<file path="config.mk">
export PLATFORM = sky130hd
export DESIGN_NAME = periodic_sign_quantizer
export DESIGN_NICKNAME = d
export VERILOG_FILES = /design/src/rtl/periodic_sign_quantizer.sv
export SDC_FILE = /design/constraint.sdc
export NUM_CORES = 2
export LEC_CHECK = 0
export CORE_MARGIN = 2
export CORE_UTILIZATION = 60
export DETAILED_ROUTE_END_ITERATION = 16
export PLACE_DENSITY = 0.76
export SYNTH_ARGS = -nofsm -noshare
export SYNTH_HDL_FRONTEND = slang
export SYNTH_SLANG_ARGS = --single-unit
</file>
<file path="constraint.sdc">
create_clock -name Clk -period 6.7 [get_ports Clk]
set_input_delay 0.67 -clock Clk [delete_from_list [all_inputs] [get_ports Clk]]
set_output_delay 0.67 -clock Clk [all_outputs]
set_load 0.01 [all_outputs]
</file>
<file path="src/rtl/periodic_sign_quantizer.sv">
// Periodic I/Q accumulator: folds REP repetitions of a PERIOD-sample training
// sequence into saturating cells and reports one sign word per rail per block.

module psq_cell #(
   parameter int DW = 8,
   parameter int AW = 12
) (
   input  logic          Clk,
   input  logic          Rst,
   input  logic          clr_i,
   input  logic          en_i,
   input  logic [DW-1:0] smp_r_i,
   input  logic [DW-1:0] smp_i_i,
   output logic          sgn_r_o,
   output logic          sgn_i_o,
   output logic          sat_o
);

   logic [AW-1:0] cr_q, ci_q;
   logic [AW-1:0] sum_r, sum_i;
   logic          ovf_r, ovf_i;

   // Returns {overflow, clamped sum}; one guard bit detects overflow.
   function automatic logic [AW:0] sat_add(input logic [AW-1:0] a, input logic [DW-1:0] b);
      logic [AW:0] w;
      w = {a[AW-1], a} + {{(AW+1-DW){b[DW-1]}}, b};
      if (w[AW] != w[AW-1])
         sat_add = {1'b1, w[AW], {(AW-1){~w[AW]}}};
      else
         sat_add = {1'b0, w[AW-1:0]};
   endfunction

   assign {ovf_r, sum_r} = sat_add(cr_q, smp_r_i);
   assign {ovf_i, sum_i} = sat_add(ci_q, smp_i_i);

   always_ff @(posedge Clk) begin
      if (Rst || clr_i) begin
         cr_q <= '0;
         ci_q <= '0;
      end else if (en_i) begin
         cr_q <= sum_r;
         ci_q <= sum_i;
      end
   end

   // Sign seen by the block-end capture includes an update landing this cycle.
   assign sgn_r_o = en_i ? sum_r[AW-1] : cr_q[AW-1];
   assign sgn_i_o = en_i ? sum_i[AW-1] : ci_q[AW-1];
   assign sat_o   = en_i & (ovf_r | ovf_i);

endmodule

module periodic_sign_quantizer #(
   parameter int DW     = 8,
   parameter int AW     = 12,
   parameter int PERIOD = 16,
   parameter int REP_W  = 4
) (
   input  logic              Clk,
   input  logic              Rst,
   input  logic              inEn,
   input  logic [DW-1:0]     bitInR,
   input  logic [DW-1:0]     bitInI,
   input  logic [REP_W-1:0]  cfgReps,
   output logic              outValid,
   output logic [PERIOD-1:0] outReal,
   output logic [PERIOD-1:0] outImag,
   output logic              satFlag
);

   localparam int IW = (PERIOD > 1) ? $clog2(PERIOD) : 1;
   localparam logic [0:0] S_IDLE = 1'b0;
   localparam logic [0:0] S_ACC  = 1'b1;

   logic [0:0]        state_q, state_d;
   logic              en_q;
   logic [DW-1:0]     smp_r_q, smp_i_q;
   logic [IW-1:0]     idx_q, idx_d;
   logic [REP_W-1:0]  rep_q, rep_d, reps_q, reps_d;
   logic              sat_q, sat_d;
   logic [1:0]        vld_pipe_q;
   logic [PERIOD-1:0] pend_r_q, pend_i_q, out_r_q, out_i_q;
   logic              pend_sat_q, out_sat_q;

   logic [PERIOD-1:0] cell_en, sgn_r, sgn_i, cell_sat;
   logic              acc, abort, last_idx, blk_end, clr, start;

   assign acc      = (state_q == S_ACC) && en_q;
   assign abort    = (state_q == S_ACC) && !en_q;
   assign last_idx = (idx_q == IW'(PERIOD-1));
   assign blk_end  = acc && last_idx && (rep_q == reps_q - REP_W'(1));
   assign clr      = abort || blk_end;
   // A new block begins from idle, after an abort, or back-to-back at block end.
   assign start    = inEn && ((state_q == S_IDLE) || clr);

   always_comb begin
      state_d = state_q;
      idx_d   = idx_q;
      rep_d   = rep_q;
      reps_d  = reps_q;
      sat_d   = sat_q;
      if (clr || state_q == S_IDLE) begin
         idx_d   = '0;
         rep_d   = '0;
         sat_d   = 1'b0;
         state_d = inEn ? S_ACC : S_IDLE;
      end else if (acc) begin
         sat_d = sat_q | (|cell_sat);
         if (last_idx) begin
            idx_d = '0;
            rep_d = rep_q + REP_W'(1);
         end else begin
            idx_d = idx_q + IW'(1);
         end
      end
      if (start)
         reps_d = (cfgReps == '0) ? REP_W'(1) : cfgReps;
   end

   always_ff @(posedge Clk) begin
      if (Rst) begin
         state_q <= S_IDLE;
         en_q    <= 1'b0;
         smp_r_q <= '0;
         smp_i_q <= '0;
         idx_q   <= '0;
         rep_q   <= '0;
         reps_q  <= '0;
         sat_q   <= 1'b0;
      end else begin
         state_q <= state_d;
         en_q    <= inEn;
         smp_r_q <= bitInR;
         smp_i_q <= bitInI;
         idx_q   <= idx_d;
         rep_q   <= rep_d;
         reps_q  <= reps_d;
         sat_q   <= sat_d;
      end
   end

   for (genvar k = 0; k < PERIOD; k++) begin : g_cell
      assign cell_en[k] = acc && (idx_q == IW'(k));
      psq_cell #(.DW(DW), .AW(AW)) u_cell (
         .Clk     (Clk),
         .Rst     (Rst),
         .clr_i   (clr),
         .en_i    (cell_en[k]),
         .smp_r_i (smp_r_q),
         .smp_i_i (smp_i_q),
         .sgn_r_o (sgn_r[k]),
         .sgn_i_o (sgn_i[k]),
         .sat_o   (cell_sat[k])
      );
   end

   // Block-end signs are staged once so the pulse lands one cycle after the update.
   always_ff @(posedge Clk) begin
      if (Rst) begin
         vld_pipe_q <= '0;
         pend_r_q   <= '0;
         pend_i_q   <= '0;
         pend_sat_q <= 1'b0;
         out_r_q    <= '0;
         out_i_q    <= '0;
         out_sat_q  <= 1'b0;
      end else begin
         vld_pipe_q <= {vld_pipe_q[0], blk_end};
         if (blk_end) begin
            pend_r_q   <= sgn_r;
            pend_i_q   <= sgn_i;
            pend_sat_q <= sat_q | (|cell_sat);
         end
         if (vld_pipe_q[0]) begin
            out_r_q   <= pend_r_q;
            out_i_q   <= pend_i_q;
            out_sat_q <= pend_sat_q;
         end
      end
   end

   assign outValid = vld_pipe_q[1];
   assign outReal  = out_r_q;
   assign outImag  = out_i_q;
   assign satFlag  = out_sat_q;

endmodule

</file>
==> impl_metrics.yaml <==
cells_and_area:
  multi_input_area_sq_um: 25010
  drive_gt1_share_pct: 10.32
  fin_nets: 4648
  instances_no_fill: 4958
  fill_cells: 5018
  final_util_pct: 65.93
  fin_area_sq_um: 38980
  area_growth_pct: 8.546
  diodes: 0
  regArea_sq_um: 9692
die:
  die_y_um: 248.7
  num_rows: 89
  die_area_sq_um: 61830
  start_util_pct: 60.74
  die_w_um: 248.7
  io_pins: 57
  coreArea_sq_um: 59130
timing:
  final-setup-viol-count: 0
  grt_setup_unrepaired: "no"
  slew_headroom_pct: 30.65
  period_needed_ns: 5.313
  fmax_ghz: 0.1882
  skew_ns: 0.01607
  drv_slew: 0
  hold_ws_ns: 0.3400
  hold_violations: 0
  tns_ns: 0
  finalCritPeriodShare_pct: 79.30
  worst_slew_pin_slew_ns: 1.031
detailed_routing:
  routed.top_layer: "met4"
  ant_nets: 0
  initialDrtViolationCount: 2388
  routed-via-count: 31800
  viasPerCell: 6.414
  route.detailed.wl_per_inst_um: 18.84
  met3_length_um: 5674
  wl_um: 93420
  drc_errors: 6
  wl_met1_um: 44500
  first_pass_iters: 11
  met2WireLength_um: 40880
critical_path:
  cp-start-kind: "register"
  arrival_ns: 5.78
  r2r_setup_slack_ns: 1.39
  cp.required_ns: 7.16
  cp-end-kind: "register"
  path_max_fanout: 20
  crit_type: "register to register"
global_route:
  grt_pass1_vias: 29940
  groute.usage.overall_pct: 29.47
  overflow: 0
  grt_max_degree: 167
  grt_pass1_wl_um: 152700
  antenna_found_initial: 1
place:
  gp_congestion: 0.9203
  place.port_buffers: 56
  postPlaceCellArea_sq_um: 36950
  dp_hpwl_um: 61380
  place_inst: 4854
clock_tree:
  cts_made_buffers: 56
  cts_sinks: 483
  clockBufferDepth: 3
  post_cts_buffers: 0
  postCtsHoldBufs: 0
  clock_latency_ns: 0.63
  h-tree-depth: 2
  clkTransAtPathRegs_ns: 0.07
  clock-root-buffer: "clkbuf_16"
  cts_tree: "yes"
  cts-resized-gates: 0
synthesis:
  yosysUniqueCellTypes: 80
  synthTopCellsByCount: "483 x dfxtp_1, 454 x ha_1, 439 x nor2_1"
  syn-num-nets: 4659
  synth_area_leaders: "dfxtp_1 27%, ha_1 16%, o221a_2 7.1%, a21oi_1 4.7%, nor2_1 4.6%"
  synthArstFlopShare_pct: 0
  synth_top_cell_by_area: "dfxtp_1"
  ys_warn_count: 0
  syn_area_per_cell_sq_um: 8.654
  synth_ff_type: "dfxtp_1"
  synth_cells: 4150
  ys_seq_elements: 483
  ys_seq_area_share_pct: 26.92
  synth_edf_count: 0
  synth_top_area_share_pct: 26.92
  yosysMostFrequentCell: "dfxtp_1"
  syn_area_sq_um: 35910
status:
  violations: "design-rule violations"
  status: "finished, violations left"
job:
  maxCapViolCount: 0
power:
  powerDensity_nw_per_um2: 182.6
  ir_drop_uv: 190.1
  p_leak_nw: 16.76
min_path:
  hold_class: "input pin to register"
sequential cells by signal, summed over array words and instances (netlist names), 8 cells and up:
name / cells
g_cell.u_cell.ci_q: 192
g_cell.u_cell.cr_q: 192
outImag: 16
outReal: 16
pend_i_q: 16
pend_r_q: 16
smp_i_q: 8
smp_r_q: 8
critical path, stage by stage, from the launching register on:
cell and delay [ns]:
dfxtp_2 0.82, buf_4 0.40, ha_1 0.29, a211oi_1 0.27, o21bai_1 0.17, a2111oi_2 0.49, o41ai_1 0.15, a21oi_1 0.29
xnor2_1 0.11, ha_1 0.49, o21ai_0 0.76, nand4_1 0.30, nor4_1 0.46, a211oi_1 0.13
final cells by class:
| cell class | instances | share of cell area [%] |
|---|---|---|
| clock buffers | 73 | 4.147 |
| repair buffers | 93 | 2.240 |
| inverters | 109 | 1.050 |
| well taps | 773 | 2.481 |
| multi-input cells | 3396 | 64.16 |
| flip-flops and latches | 483 | 24.86 |
| clock inverters | 31 | 1.066 |
through the flow:
step / worst slack, ns / power, mW
after floorplan: 1.529 / 3.590
after global placement: 1.567 / 3.773
after detailed placement: 1.523 / 3.789
after CTS: 1.494 / 7.157
after global routing: 1.056 / 7.368
final: 1.387 / 7.119
placed cells by master, fill, tap and decap left out, drive strengths merged, types with 12 or more instances in the layout:
cell             n
dfxtp          483
ha             454
nor2           440
a21oi          337
o21ai          317
o221a          226
nand2          168
xor2           131
a211oi         131
xnor2          116
inv            115
a21o           102
nor3           100
o21bai          95
nor2b           88
nand3           81
clkbuf          73
nand2b          62
mux2i           56
clkdlybuf4s50   55
a31oi           51
o211ai          49
nor4            39
buf             38
fa              32
and3            31
o21a            30
o31ai           25
or3             24
a41oi           23
or2             19
a211o           17
clkinv          14
and2            13
a221oi          12
a2111oi         12
report_power, final:
| group | leakage, nW | total (mW) | switching (mW) | internal [mW] |
|---|---|---|---|---|
| Sequential | 3.90 | 2.95 | 0.0644 | 2.88 |
| Combinational | 11.9 | 0.793 | 0.506 | 0.287 |
| Clock | 1.01 | 3.38 | 1.33 | 2.05 |
| Total | 16.8 | 7.12 | 1.90 | 5.22 |
worst paths after layout:
check | to | depth (start not counted) | startpoint
worst max register to register | pend_sat_q | 13 | smp_i_q[1]
worst min register to register | g_cell[8].u_cell.ci_q[0] | 2 | g_cell[8].u_cell.ci_q[0]
worst min-delay path | smp_r_q[7] | 2 | Rst
worst max-delay path | pend_sat_q | 13 | smp_i_q[1]
logic make-up after synthesis:
kind of cell               after synthesis  synth area share (%)
AOI/OAI and AO/OA                     1510                 29.93
xor gates and xnor gates               247                 6.024
adders and majority gates              486                 17.60
buffers and inverters                  271                 3.487
DFF                                    483                 26.92
muxes                                   62                 1.749
and+or+nand+nor                       1091                 14.28
per-layer routing:
| layer | track usage (%) | vias up |
|---|---|---|
| met1 | 41.46 | 15100 |
| li1 | - | 15690 |
| met2 | 47.49 | 867 |
| met3 | 3.203 | 146 |
| met5 | 0 | - |
| met4 | 9.004 | 0 |
Note: power is estimated with default switching activity, not from simulation.
